[src/rtl/load_store_unit_if.sv]
// Word-addressed data-memory bus with valid/ready handshake and per-lane byte enables.
// The load/store unit is the master and data memory is the slave.
interface load_store_unit_if #(
  parameter int ADDR_WIDTH = 32
) ();
  logic                  bus_valid;
  logic                  bus_ready;
  logic                  bus_we;
  logic [ADDR_WIDTH-1:0] bus_addr;
  logic [3:0]            bus_be;
  logic [31:0]           bus_wdata;
  logic [31:0]           bus_rdata;

  modport master (
    output bus_valid, bus_we, bus_addr, bus_be, bus_wdata,
    input  bus_ready, bus_rdata
  );

  modport slave (
    input  bus_valid, bus_we, bus_addr, bus_be, bus_wdata,
    output bus_ready, bus_rdata
  );
endinterface

[src/rtl/load_store_unit.sv]
// Multi-cycle load/store stage: drives the data-memory bus, stalls the core, returns extended load data.
// Build option MISALIGN_SPLIT_EN: misaligned accesses become two bus transactions instead of a fault.
module load_store_unit #(
  parameter int ADDR_WIDTH = 32
) (
  input  logic                  clk,
  input  logic                  rst_n,
  input  logic                  req_valid,
  input  logic                  req_write,
  input  logic [2:0]            byte_select,
  input  logic [ADDR_WIDTH-1:0] addr,
  input  logic [31:0]           wdata,
  output logic                  stall,
  output logic                  done,
  output logic [31:0]           load_data,
  output logic                  misalign_fault,
  load_store_unit_if.master     bus
);

  typedef enum logic [1:0] {IDLE, ACC0, ACC1, DONE} state_t;
  typedef enum logic [1:0] {SZ_B, SZ_H, SZ_W} size_t;

  state_t                state;
  size_t                 req_size;
  size_t                 size_q;
  logic [1:0]            req_off;
  logic [3:0]            req_mask;
  logic                  req_split;
  logic                  reject;
  logic [ADDR_WIDTH-1:0] acc0_addr;
  logic [3:0]            acc0_be;
  logic [31:0]           acc0_wdata;

  logic [ADDR_WIDTH-1:0] word_addr_q;
  logic [1:0]            off_q;
  logic [3:0]            mask_q;
  logic                  uns_q;
  logic                  write_q;
  logic                  split_q;
  logic [31:0]           wdata_q;
  logic [31:0]           rd0;

  logic [1:0]            hi_shift;
  logic [ADDR_WIDTH-1:0] acc1_addr;
  logic [3:0]            acc1_be;
  logic [31:0]           acc1_wdata;
  logic [63:0]           rd_pair;
  logic [31:0]           raw;
  logic [31:0]           ext_data;

  // Decode the incoming request; unused codes 011/110/111 fall through to word size.
  always_comb begin
    req_off = addr[1:0];
    case (byte_select[1:0])
      2'b00:   req_size = SZ_B;
      2'b01:   req_size = SZ_H;
      default: req_size = SZ_W;
    endcase
    case (req_size)
      SZ_B:    req_mask = 4'b0001;
      SZ_H:    req_mask = 4'b0011;
      default: req_mask = 4'b1111;
    endcase
    req_split  = ((req_size == SZ_H) && (req_off == 2'd3)) ||
                 ((req_size == SZ_W) && (req_off != 2'd0));
    acc0_addr  = {addr[ADDR_WIDTH-1:2], 2'b00};
    acc0_be    = req_mask << req_off;
    acc0_wdata = wdata << {req_off, 3'b000};
  end

`ifdef MISALIGN_SPLIT_EN
  assign reject = 1'b0;
`else
  assign reject = req_split;
`endif

  // Second beat carries the bytes that spilled past the first word: shift by 4-off lanes.
  always_comb begin
    hi_shift   = 2'd0 - off_q;
    acc1_addr  = word_addr_q + ADDR_WIDTH'(4);
    acc1_be    = mask_q >> hi_shift;
    acc1_wdata = wdata_q >> {hi_shift, 3'b000};
  end

  always_comb begin
    rd_pair = (state == ACC1) ? {bus.bus_rdata, rd0} : {32'd0, bus.bus_rdata};
    raw     = 32'(rd_pair >> {off_q, 3'b000});
    case (size_q)
      SZ_B:    ext_data = uns_q ? {24'd0, raw[7:0]}  : {{24{raw[7]}}, raw[7:0]};
      SZ_H:    ext_data = uns_q ? {16'd0, raw[15:0]} : {{16{raw[15]}}, raw[15:0]};
      default: ext_data = raw;
    endcase
  end

  assign stall = ((state == IDLE) && req_valid) || (state == ACC0) || (state == ACC1);

  always_ff @(posedge clk or negedge rst_n) begin
    if (!rst_n) begin
      state          <= IDLE;
      done           <= 1'b0;
      misalign_fault <= 1'b0;
      load_data      <= 32'd0;
      bus.bus_valid  <= 1'b0;
      bus.bus_we     <= 1'b0;
      bus.bus_addr   <= '0;
      bus.bus_be     <= 4'd0;
      bus.bus_wdata  <= 32'd0;
      word_addr_q    <= '0;
      off_q          <= 2'd0;
      mask_q         <= 4'd0;
      size_q         <= SZ_B;
      uns_q          <= 1'b0;
      write_q        <= 1'b0;
      split_q        <= 1'b0;
      wdata_q        <= 32'd0;
      rd0            <= 32'd0;
    end else begin
      done           <= 1'b0;
      misalign_fault <= 1'b0;
      case (state)
        IDLE: begin
          if (req_valid) begin
            word_addr_q <= acc0_addr;
            off_q       <= req_off;
            mask_q      <= req_mask;
            size_q      <= req_size;
            uns_q       <= byte_select[2];
            write_q     <= req_write;
            split_q     <= req_split;
            wdata_q     <= wdata;
            if (reject) begin
              state          <= DONE;
              done           <= 1'b1;
              misalign_fault <= 1'b1;
            end else begin
              state         <= ACC0;
              bus.bus_valid <= 1'b1;
              bus.bus_we    <= req_write;
              bus.bus_addr  <= acc0_addr;
              bus.bus_be    <= acc0_be;
              bus.bus_wdata <= acc0_wdata;
            end
          end
        end
        ACC0: begin
          if (bus.bus_ready) begin
            rd0 <= bus.bus_rdata;
            if (split_q) begin
              state         <= ACC1;
              bus.bus_addr  <= acc1_addr;
              bus.bus_be    <= acc1_be;
              bus.bus_wdata <= acc1_wdata;
            end else begin
              state         <= DONE;
              done          <= 1'b1;
              bus.bus_valid <= 1'b0;
              bus.bus_we    <= 1'b0;
              bus.bus_addr  <= '0;
              bus.bus_be    <= 4'd0;
              bus.bus_wdata <= 32'd0;
              if (!write_q) load_data <= ext_data;
            end
          end
        end
        ACC1: begin
          if (bus.bus_ready) begin
            state         <= DONE;
            done          <= 1'b1;
            bus.bus_valid <= 1'b0;
            bus.bus_we    <= 1'b0;
            bus.bus_addr  <= '0;
            bus.bus_be    <= 4'd0;
            bus.bus_wdata <= 32'd0;
            if (!write_q) load_data <= ext_data;
          end
        end
        default: begin
          state <= IDLE;
        end
      endcase
    end
  end

endmodule

[src/flat_wrapper.sv]
// flat-port wrapper written by rule: the top's interface ports become plain ports
module load_store_unit_flat 
#(
  parameter int ADDR_WIDTH = 32
)
  (clk, rst_n, req_valid, req_write, byte_select, addr, wdata, stall, done, load_data, misalign_fault, bus_bus_valid, bus_bus_we, bus_bus_addr, bus_bus_be, bus_bus_wdata, bus_bus_ready, bus_bus_rdata);
  load_store_unit_if #(.ADDR_WIDTH(ADDR_WIDTH)) bus_i ();
  input  logic clk;
  input  logic rst_n;
  input  logic req_valid;
  input  logic req_write;
  input  logic [2:0] byte_select;
  input  logic [ADDR_WIDTH-1:0] addr;
  input  logic [31:0] wdata;
  output logic stall;
  output logic done;
  output logic [31:0] load_data;
  output logic misalign_fault;
  output wire logic [$bits(bus_i.bus_valid)-1:0] bus_bus_valid;
  output wire logic [$bits(bus_i.bus_we)-1:0] bus_bus_we;
  output wire logic [$bits(bus_i.bus_addr)-1:0] bus_bus_addr;
  output wire logic [$bits(bus_i.bus_be)-1:0] bus_bus_be;
  output wire logic [$bits(bus_i.bus_wdata)-1:0] bus_bus_wdata;
  input wire logic [$bits(bus_i.bus_ready)-1:0] bus_bus_ready;
  input wire logic [$bits(bus_i.bus_rdata)-1:0] bus_bus_rdata;
  assign bus_bus_valid = bus_i.bus_valid;
  assign bus_bus_we = bus_i.bus_we;
  assign bus_bus_addr = bus_i.bus_addr;
  assign bus_bus_be = bus_i.bus_be;
  assign bus_bus_wdata = bus_i.bus_wdata;
  assign bus_i.bus_ready = bus_bus_ready;
  assign bus_i.bus_rdata = bus_bus_rdata;
  load_store_unit #(.ADDR_WIDTH(ADDR_WIDTH)) u_core (.clk(clk), .rst_n(rst_n), .req_valid(req_valid), .req_write(req_write), .byte_select(byte_select), .addr(addr), .wdata(wdata), .stall(stall), .done(done), .load_data(load_data), .misalign_fault(misalign_fault), .bus(bus_i));
endmodule
[config.mk]
export PLATFORM = sky130hd
export DESIGN_NAME = load_store_unit_flat
export DESIGN_NICKNAME = d
export VERILOG_FILES = /design/src/rtl/load_store_unit_if.sv /design/src/rtl/load_store_unit.sv /design/src/flat_wrapper.sv
export SDC_FILE = /design/constraint.sdc
export NUM_CORES = 1
export LEC_CHECK = 0
export BUFFER_PORTS_ARGS = -buffer_cell sky130_fd_sc_hd__buf_2
export CAP_MARGIN = 20
export CORE_AREA = 3 3 182 184
export CTS_CLUSTER_DIAMETER = 30
export DETAILED_ROUTE_END_ITERATION = 10
export DIE_AREA = 0 0 185 187
export HOLD_SLACK_MARGIN = 0.12
export MAX_ROUTING_LAYER = met4
export PLACE_DENSITY = 0.56
export SYNTH_ARGS = -nofsm -noshare
export SYNTH_HDL_FRONTEND = slang
export SYNTH_SLANG_ARGS = --single-unit
[constraint.sdc]
create_clock -name clk -period 2.3 [get_ports clk]
set_input_delay 0.46 -clock clk [delete_from_list [all_inputs] [get_ports clk]]
set_output_delay 0.46 -clock clk [all_outputs]
set_load 0.1 [all_outputs]
Word level (Yosys, flattened, before mapping):

Index checks and enable logic that the tools add are counted.

* register bits after elaboration: 211
* input port bits: 104
* output and inout port bits: 105

* add/sub/neg operators: 2
* eq/ne operators: 12
* shifts and indexed selects: 5
* mux-type cells: 50
* reduce and logical (&&, ||, !) cells: 19

Operators by type and width (number)
* 2-to-1 mux 32 bit: 15
* case mux 32 bit (3 select lines): 2
* case mux 32 bit (2 select lines): 2
* 2-to-1 mux 64 bit: 1
* right shift 64 x 5 -> 32 bit: 1
* adder 32 x 3 -> 32 bit (second input constant): 1
* left shift 32 x 5 -> 32 bit: 1
* right shift 32 x 5 -> 32 bit: 1
* 2-to-1 mux 4 bit: 5
* 2-to-1 mux 1 bit: 14
* case mux 4 bit (3 select lines): 1
* != test 2 bit (second input constant): 5
* case mux 1 bit (3 select lines): 3
* equality test 2 x 1 -> 1 bit (second input constant): 4
* logical NOT 2 bit: 4
* 2-to-1 mux 2 bit: 4
* case mux 4 bit (2 select lines): 1
* equality test 2 bit (second input constant): 3
* case mux 2 bit (3 select lines): 1
* AND reduction 6 bit: 1
* AND reduction 5 bit: 1
* case mux 2 bit (2 select lines): 1
* AND reduction 2 bit: 2
* AND reduction 4 bit: 1
* 8 further kinds: 13

Longest topological paths before layout:

Gate-level depths: netlist of run 1.

* word-level depth: 9
* gate-level depth with buffers: 11

Worst setup path before layout of run 1:

No wires, ideal clock.

* path type: register -> output
* start: register u_core.state[0]
* end: output stall
* data arrival time: 2.023 ns
* required time: 1.840 ns
* setup slack: -0.183 ns
* cell stages (with the launch flop): 7
* path buffers: 2
* cell sequence: dfrtp_1 > inv_1 > ha_1 > nand2_1 > buf_1 > clkbuf_1 > nand2_1

* longest elaborated chain between the ends: 4
* elaborated cells on any way between the ends: 6
* classes of those cells: eq/ne (2); reduce/logical (4)

RTL lines
* start, declared: line load_store_unit.sv:23 `state_t state;`
* start signal, assigned: line load_store_unit.sv:99 `state <= IDLE;`
* start signal, assigned: line load_store_unit.sv:132 `state <= DONE;`
* start signal, assigned: line load_store_unit.sv:136 `state <= ACC0;`
* logical NOT 2 bit: line load_store_unit.sv:95 `assign stall = ((state == IDLE) && req_valid) || (state == ACC0) || (state == ACC1);`
* logical AND 1 bit: line load_store_unit.sv:95
* logical OR 1 bit: line load_store_unit.sv:95
* logical OR 1 bit (*): line load_store_unit.sv:95
* end, declared: line flat_wrapper.sv:15 `output logic stall;`

Mark *: on every way between the ends. The rest lies on a longest branch, timed or not.

Worst setup path after layout of run 1:

* start: register u_core.state[0]
* end: register u_core.load_data[9]

* longest elaborated chain between the ends: 9
* elaborated cells on any way between the ends: 17
* classes of those cells: eq/ne (5); shift (1); mux (9); reduce/logical (2)

RTL lines
* equality test 2 bit: line load_store_unit.sv:86, load_store_unit.sv:120
* 2-to-1 mux 64 bit: line load_store_unit.sv:86 `rd_pair = (state == ACC1) ? {bus.bus_rdata, rd0} : {32'd0, bus.bus_rdata};`
* right shift 64 x 5 -> 32 bit: line load_store_unit.sv:87 `raw = 32'(rd_pair >> {off_q, 3'b000});`
* 2-to-1 mux 32 bit (on tied branches): line load_store_unit.sv:90, load_store_unit.sv:89
* case mux 32 bit (2 select lines): line load_store_unit.sv:88 `case (size_q)`
* 2-to-1 mux 32 bit: line load_store_unit.sv:161, load_store_unit.sv:174
* 2-to-1 mux 32 bit: line load_store_unit.sv:148 `if (split_q) begin`
* 2-to-1 mux 32 bit: line load_store_unit.sv:146 `if (bus.bus_ready) begin`
* case mux 32 bit (2 select lines): line load_store_unit.sv:120 `case (state)`
* end signal, assigned: line load_store_unit.sv:161 `if (!write_q) load_data <= ext_data;`
* end signal, assigned: line load_store_unit.sv:174 `if (!write_q) load_data <= ext_data;`
* end, declared: line load_store_unit.sv:15 `output logic [31:0] load_data,`

Parallel ways exist; a longest one is shown, timed or not. The select of a mux whose other input is x is not followed.
A chain may end at the register's enable or synchronous reset.

==> metrics.md, run 1 <==
| Metric | Value |
|---|---|
| Warnings, synthesis | 0 |
| Worst Path Required | 2.82 ns |
| Area grow syn2layout | 44.9% |
| Synth Instances | approximately 1.0k |
| Endpoint of the worst hold path | u_core.rd0[28]$_DFFE_PN0P_ |
| Count of port buffers added during placement | 206 |
| Area enclosed by the die boundary | roughly 0.035 mm^2 |
| CTS Buffer Depth | 3 |
| Average footprint of a synthesized cell | 10.6 um^2 |
| First-pass GRT wire length | 55000 um |
| CTS tree | built |
| Total of max-cap violations | 0 |
| Violations in the final reports | negative setup slack |
| Worst R2R Setup Slack | -0.01 ns |
| Maximum clock skew at final layout | 0.0374 ns |
| Max-Slew Margin vs Limit | 0.328 |
| Core area | 0.0316 mm^2 |
| Total global-route track usage | 0.206 |
| Reg2Reg Depth | 8 |
| Critical register-to-register path startpoint | u_core.state[0]$_DFFE_PN0P_ |
| Starting Density | 0.349 |
| Run status | finished, violations left |
| Post-layout nets | 1452 |
| Final worst-path cycle share | 1.01 |
| Largest net degree at the start of global routing | 63 |
| Maximum operating frequency | 432 MHz |
| Height of the chip | around 190 um |
| DR vias | ~9.5k |
| Synthesized flop and latch total | 207 |
| Via-per-instance ratio | 5.29 |
| Worst hold path type | primary input to flip-flop |
| Final slew viol count | 0 |
| Average wire per standard cell | 19.4 um |
| Fin Setup TNS | -0.0208 ns |
| Count of H-tree levels built during CTS | 2 |
| Vias in the first global route | 9871 |
| HPWL Detailed | 23300 um |
| DRC violation count after routing | 0 |
| Antenna violations before repair | 4 |
| Pin slew with the least headroom to its limit | 1.00 ns |
| Root Driver | clkbuf_16 |
| Share of final-layout standard cells stronger than drive strength 1 | 0.386 |
| Reg-to-reg endpoint | u_core.load_data[9]$_DFFE_PN0P_ |
| Critical-path maximum fanout | 6 |
| Remaining antenna violation count after routing | 0 |
| Leading cell types in the layout, fill and taps excluded | buf_2, dfrtp_1, mux2_2 |
| Die span in x | 185 um |
| Start point of the worst min-delay path | bus_bus_rdata[28] |
| Final critical path time including I/O delays and setup | 2.31 ns |
| Initial DRC count | 521 |
| Number of cells on the worst hold path | 2 |
| Reg clk slew, reported paths | 0.04 ns |
| Distinct cell type count of the synthesized netlist | 48 |
| Number of clock buffers inserted by TritonCTS | 61 |
| Post-detailed-placement cell area | 0.0129 mm^2 |
| Detailed-routing iteration count for the pre-antenna-repair pass | 5 |
| Routed wire length | 34900 um |
| Final Cell Area | 0.0159 mm^2 |
| Final weighted congestion in routability-driven placement | around 0.82 |
| Number of top-level pins | approximately 210 |
| Worst EP arrival | 2.83 ns |
| Sequential cell area fraction in the yosys report | 0.471 |
| Element type at the critical path start | flip-flop |
| Global route overflow | 0 |
| TritonCTS Sinks | roughly 210 |
| Kind of critical path | flip-flop to flip-flop |
| Setup violators final | 3 |
| Cell area after synthesis | between 0.01 and 0.015 mm^2 |
| Crit path setup slack, layout | -0.0133 ns |
| Type of destination of the critical path | flip-flop |
| Fill count | 2877 |
| Standard-cell row count | between 60 and 70 |
| Clk Latency, worst-skew pair | 0.61 ns |
| Final-report hold violation count | 0 |
| RSZ-0062 raised after global routing | true |
[cell usage after synthesis, drive strengths merged]
cell type	count	area, um^2
nor4	3	18.8
a221oi	28	245
clkbuf	49	184
o21ai	47	235
o21a	20	150
a21boi	1	7.51
o311ai	1	8.76
inv	12	45.0
a21o	6	45.0
nand2	92	345
nor2b	4	25.0
a221o	9	90.1
a22oi	17	128
and4	5	43.8
a21oi	34	170
a2bb2oi	13	114
xor2	14	123
o22ai	16	100
mux4	10	225
o221ai	9	78.8
o31a	1	17.5
nand4	10	62.6
o31ai	4	30.0
and3	11	68.8
mux2i	82	821
o2bb2ai	5	43.8
dfrtp	207	5180
nor2	95	357
a211oi	3	22.5
o211ai	7	52.6
nor3b	2	15.0
xnor2	11	96.3
and2	4	25.0
nand3	19	95.1
nor3	14	70.1
ha	7	87.6
or4b	1	10.0
nand2b	1	6.26
conb	1	3.75
mux2	122	1370
a31oi	2	12.5
or3	1	6.26
buf	33	159
[worst max path at each step]
stage	from	to	cells past startpoint
6_report	u_core.state[0]$_DFFE_PN0P_	u_core.load_data[9]$_DFFE_PN0P_	8
5_1_grt	u_core.state[0]$_DFFE_PN0P_	u_core.load_data[11]$_DFFE_PN0P_	8
4_1_cts	u_core.state[0]$_DFFE_PN0P_	stall	6
3_5_place_dp	u_core.state[0]$_DFFE_PN0P_	u_core.load_data[28]$_DFFE_PN0P_	7
3_3_place_gp	u_core.state[0]$_DFFE_PN0P_	u_core.bus.bus_wdata[5]$_DFFE_PN0P_	8
2_1_floorplan	u_core.state[0]$_DFFE_PN0P_	u_core.load_data[21]$_DFFE_PN0P_	10
[metrics by stage]
step	hold slack, ns	utilization	cells	setup WS, ns
6_report	0.144	0.505	1800	-0.0133
5_1_grt	0.125	0.505	1800	-0.0708
4_1_cts	0.120	0.502	1794	0.00419
3_5_place_dp	0.458	0.409	1622	-0.0179
3_3_place_gp	0.454	0.409	1622	-0.0288
2_1_floorplan	0.164	-	1034	-0.0866
[flip-flops by register name (all words and copies together) (netlist names), 2 cells and up]
register	cells
u_core.bus.bus_be	4
u_core.word_addr_q	30
u_core.wdata_q	32
u_core.state	2
u_core.bus.bus_addr	30
u_core.mask_q	3
u_core.bus.bus_wdata	32
u_core.off_q	2
u_core.rd0	32
u_core.load_data	32
[routing by layer]
metal  share of wire  up-vias  routed length, um  global-route usage
met5               0        -                  0                   -
met4           0.028        0                961              0.0739
met3           0.056       59               1950              0.0459
met2            0.47      257              16500               0.324
met1            0.44     4748              15500               0.262
li1                -     4450                  -                   -
[timing repair]
item,4_1_cts,5_1_grt
pin swaps,2,1
setup buffers,1,1
setup endpoints to repair,28,32
hold buffers,55,0
hold endpoints to repair,111,0
gates resized for setup,9,12
cloned,0,1
[cell families after synthesis]
group	Yosys count	share of synthesized area
and+or+nand+nor	262	0.104
xor gates and xnor gates	25	0.0199
muxes	214	0.220
buffers and inverters	94	0.0353
DFF	207	0.471
AOI/OAI and AO/OA	223	0.141
other	1	0.000341
adders and majority gates	7	0.00796
[critical path: stages, from the launching register on]
cell and delay (ns):
dfrtp_1 0.41, inv_4 0.11, ha_4 0.21, mux2i_1 0.12
mux4_2 0.48, or4b_4 0.56, buf_4 0.17, nand2_1 0.06
a21o_1 0.08
[cell type report]
type	instances	area, um^2	area share
multi-input combinational	734	5570	0.349
sequential	207	5190	0.325
timing repair buffer	325	2260	0.142
clock buffer	77	1670	0.105
clock inverter	39	698	0.0438
tap	402	503	0.0316
inverter	12	47.5	0.00298
antenna	4	10.0	0.000628
Power of run 1 is not shown: default switching activity piles up to over one toggle a cycle in this logic, so the estimate is an artifact.
==> inputs of run 2 (changes only) <==
--- a/config.mk
+++ b/config.mk
@@ -13,7 +13,7 @@
 export DIE_AREA = 0 0 185 187
 export HOLD_SLACK_MARGIN = 0.12
 export MAX_ROUTING_LAYER = met4
-export PLACE_DENSITY = 0.56
+export PLACE_DENSITY = 0.54
 export SYNTH_ARGS = -nofsm -noshare
 export SYNTH_HDL_FRONTEND = slang
 export SYNTH_SLANG_ARGS = --single-unit
==> constraint.sdc (replaced) <==
create_clock -name clk -period 2.56 [get_ports clk]
set_input_delay 0.256 -clock clk [delete_from_list [all_inputs] [get_ports clk]]
set_output_delay 0.256 -clock clk [all_outputs]
set_load 0.1 [all_outputs]
==> run 2 against run 1 <==
  * The run now ends clean
  * Sequential cell count is the same
  * Die area is the same
  * Critical path depth is the same
  * Count of clock-buffer cells in the layout shrank 6
  * Via count grew 0.86%
==> metrics.md, run 2 (synthesized netlist as in run 1, its figures left out) <==
| Metric | Value |
|---|---|
| Worst R2R Setup Slack | 0.17 ns |
| Global route overflow | 0 |
| Total global-route track usage | 0.210 |
| Final weighted congestion in routability-driven placement | 0.840 |
| Detailed-routing iteration count for the pre-antenna-repair pass | 4 |
| Largest net degree at the start of global routing | 74 |
| Worst Path Required | 3.05 ns |
| Run status | completed |
| Final Cell Area | 0.0158 mm^2 |
| DRC violation count after routing | 0 |
| Remaining antenna violation count after routing | 0 |
| Maximum clock skew at final layout | 0.0139 ns |
| Hold Worst Slack | about 0.18 ns |
| Storage element area | about 0.0052 mm^2 |
| Leading cell type in the layout, fill and taps excluded | dfrtp_1 |
| Setup violators final | 0 |
| RSZ-0062 raised after global routing | false |
| Area enclosed by the die boundary | 0.0346 mm^2 |
| Number of clock buffers inserted by TritonCTS | 55 |
| Count of port buffers added during placement | 206 |
| Final slew viol count | 0 |
| Worst EP arrival | between 2 and 3 ns |
| Average wire per standard cell | 19.5 um |
| Routed wire length | between 30000 and 40000 um |
| Vias in the first global route | 9937 |
| Via-per-instance ratio | roughly 5.3 |
| Post-layout nets | ~1.5k |
| Die span in x | 185 um |
| Starting Density | 0.349 |
| DR vias | 9596 |
| Count of H-tree levels built during CTS | 2 |
| Fill count | approximately 2.9k |
| Initial DRC count | 549 |
| Total setup buffers inserted after CTS | 0 |
| First-pass GRT wire length | 56500 um |
| Max-Slew Margin vs Limit | 0.590 |
| Final-report hold violation count | 0 |
| Clk Latency, worst-skew pair | 0.56 ns |
| Final critical path time including I/O delays and setup | about 2.4 ns |
| CTS tree | built |
| Element type at the critical path start | flip-flop |
| Area of combinational cells with multiple inputs | 0.00548 mm^2 |
| Final worst-path cycle share | 0.933 |
| Worst hold path type | primary input to flip-flop |
| HPWL Detailed | 23900 um |
| Share of final-layout standard cells stronger than drive strength 1 | 0.349 |
| Critical-path maximum fanout | 8 |
| Total of max-cap violations | 0 |
| Fin Setup TNS | 0 ns |
| Root Driver | clkbuf_16 |
| Standard-cell row count | 65 |
| Leading cell types in the layout, fill and taps excluded | dfrtp_1, buf_2, mux2_2 |
| Area grow syn2layout | 43.4% |
| Reg clk slew, reported paths | 0.04 ns |
| Height of the chip | 187 um |
| CTS Buffer Depth | 3 |
| Maximum operating frequency | 419 MHz |
| Pin slew with the least headroom to its limit | 0.615 ns |
| Number of top-level pins | around 210 |
| Post-detailed-placement cell area | 0.0127 mm^2 |
| Type of destination of the critical path | flip-flop |
| Core area | around 0.032 mm^2 |
| Kind of critical path | flip-flop to flip-flop |
| Antenna violations before repair | 6 |
| TritonCTS Sinks | ~210 |
-- run 2: stage by stage --
stage | util | setup WS, ns | instances
after floorplan | - | 0.112 | 1034
after global placement | 0.403 | 0.125 | 1608
after detailed placement | 0.403 | 0.0875 | 1608
after CTS | 0.499 | 0.0755 | 1813
after global routing | 0.500 | 0.0494 | 1819
final | 0.500 | 0.171 | 1819
-- run 2: worst paths after layout --
kind,from,endpoint,cells past startpoint
max,u_core.state[0]$_DFFE_PN0P_,u_core.load_data[11]$_DFFE_PN0P_,8
max reg2reg,u_core.state[0]$_DFFE_PN0P_,u_core.load_data[11]$_DFFE_PN0P_,8
min,addr[0],u_core.bus.bus_be[1]$_DFFE_PN0P_,3
min reg2reg,u_core.mask_q[0]$_DFFE_PN0P_,u_core.mask_q[0]$_DFFE_PN0P_,1
max in group asynchronous,rst_n,u_core.bus.bus_addr[4]$_DFFE_PN0P_,3
min in group asynchronous,rst_n,u_core.bus.bus_wdata[16]$_DFFE_PN0P_,2
-- run 2: cell type report --
type	instances	share of cell area
inverter	12	0.00286
clock inverter	31	0.0282
timing repair buffer	357	0.162
multi-input combinational	733	0.347
antenna	6	0.000952
clock buffer	71	0.0982
tap	402	0.0319
sequential	207	0.329
-- run 2: worst max-delay path, cell delays in order (launching register included) --
cell and delay [ns]:
dfrtp_1 0.41, inv_1 0.12, ha_2 0.28, mux2i_1 0.14
mux4_2 0.49, or4b_1 0.52, buf_4 0.20, nand2_1 0.07
a21o_1 0.09
-- run 2: what timing repair did --
action | CTS | global route
endpoints found under the hold margin | 212 | 0
hold buffers | 103 | 0
gates resized for setup | 0 | 4
endpoints found under the setup margin | 0 | 50
-- run 2: per-layer routing --
layer / wire length (um) / track usage / share of wire
met4: 1010 / 0.0670 / 0.028
met2: 16200 / 0.319 / 0.46
met1: 16200 / 0.282 / 0.46
met3: 2110 / 0.0451 / 0.060
met5: 0 / - / 0
Power of run 2 is left out for the same reason.
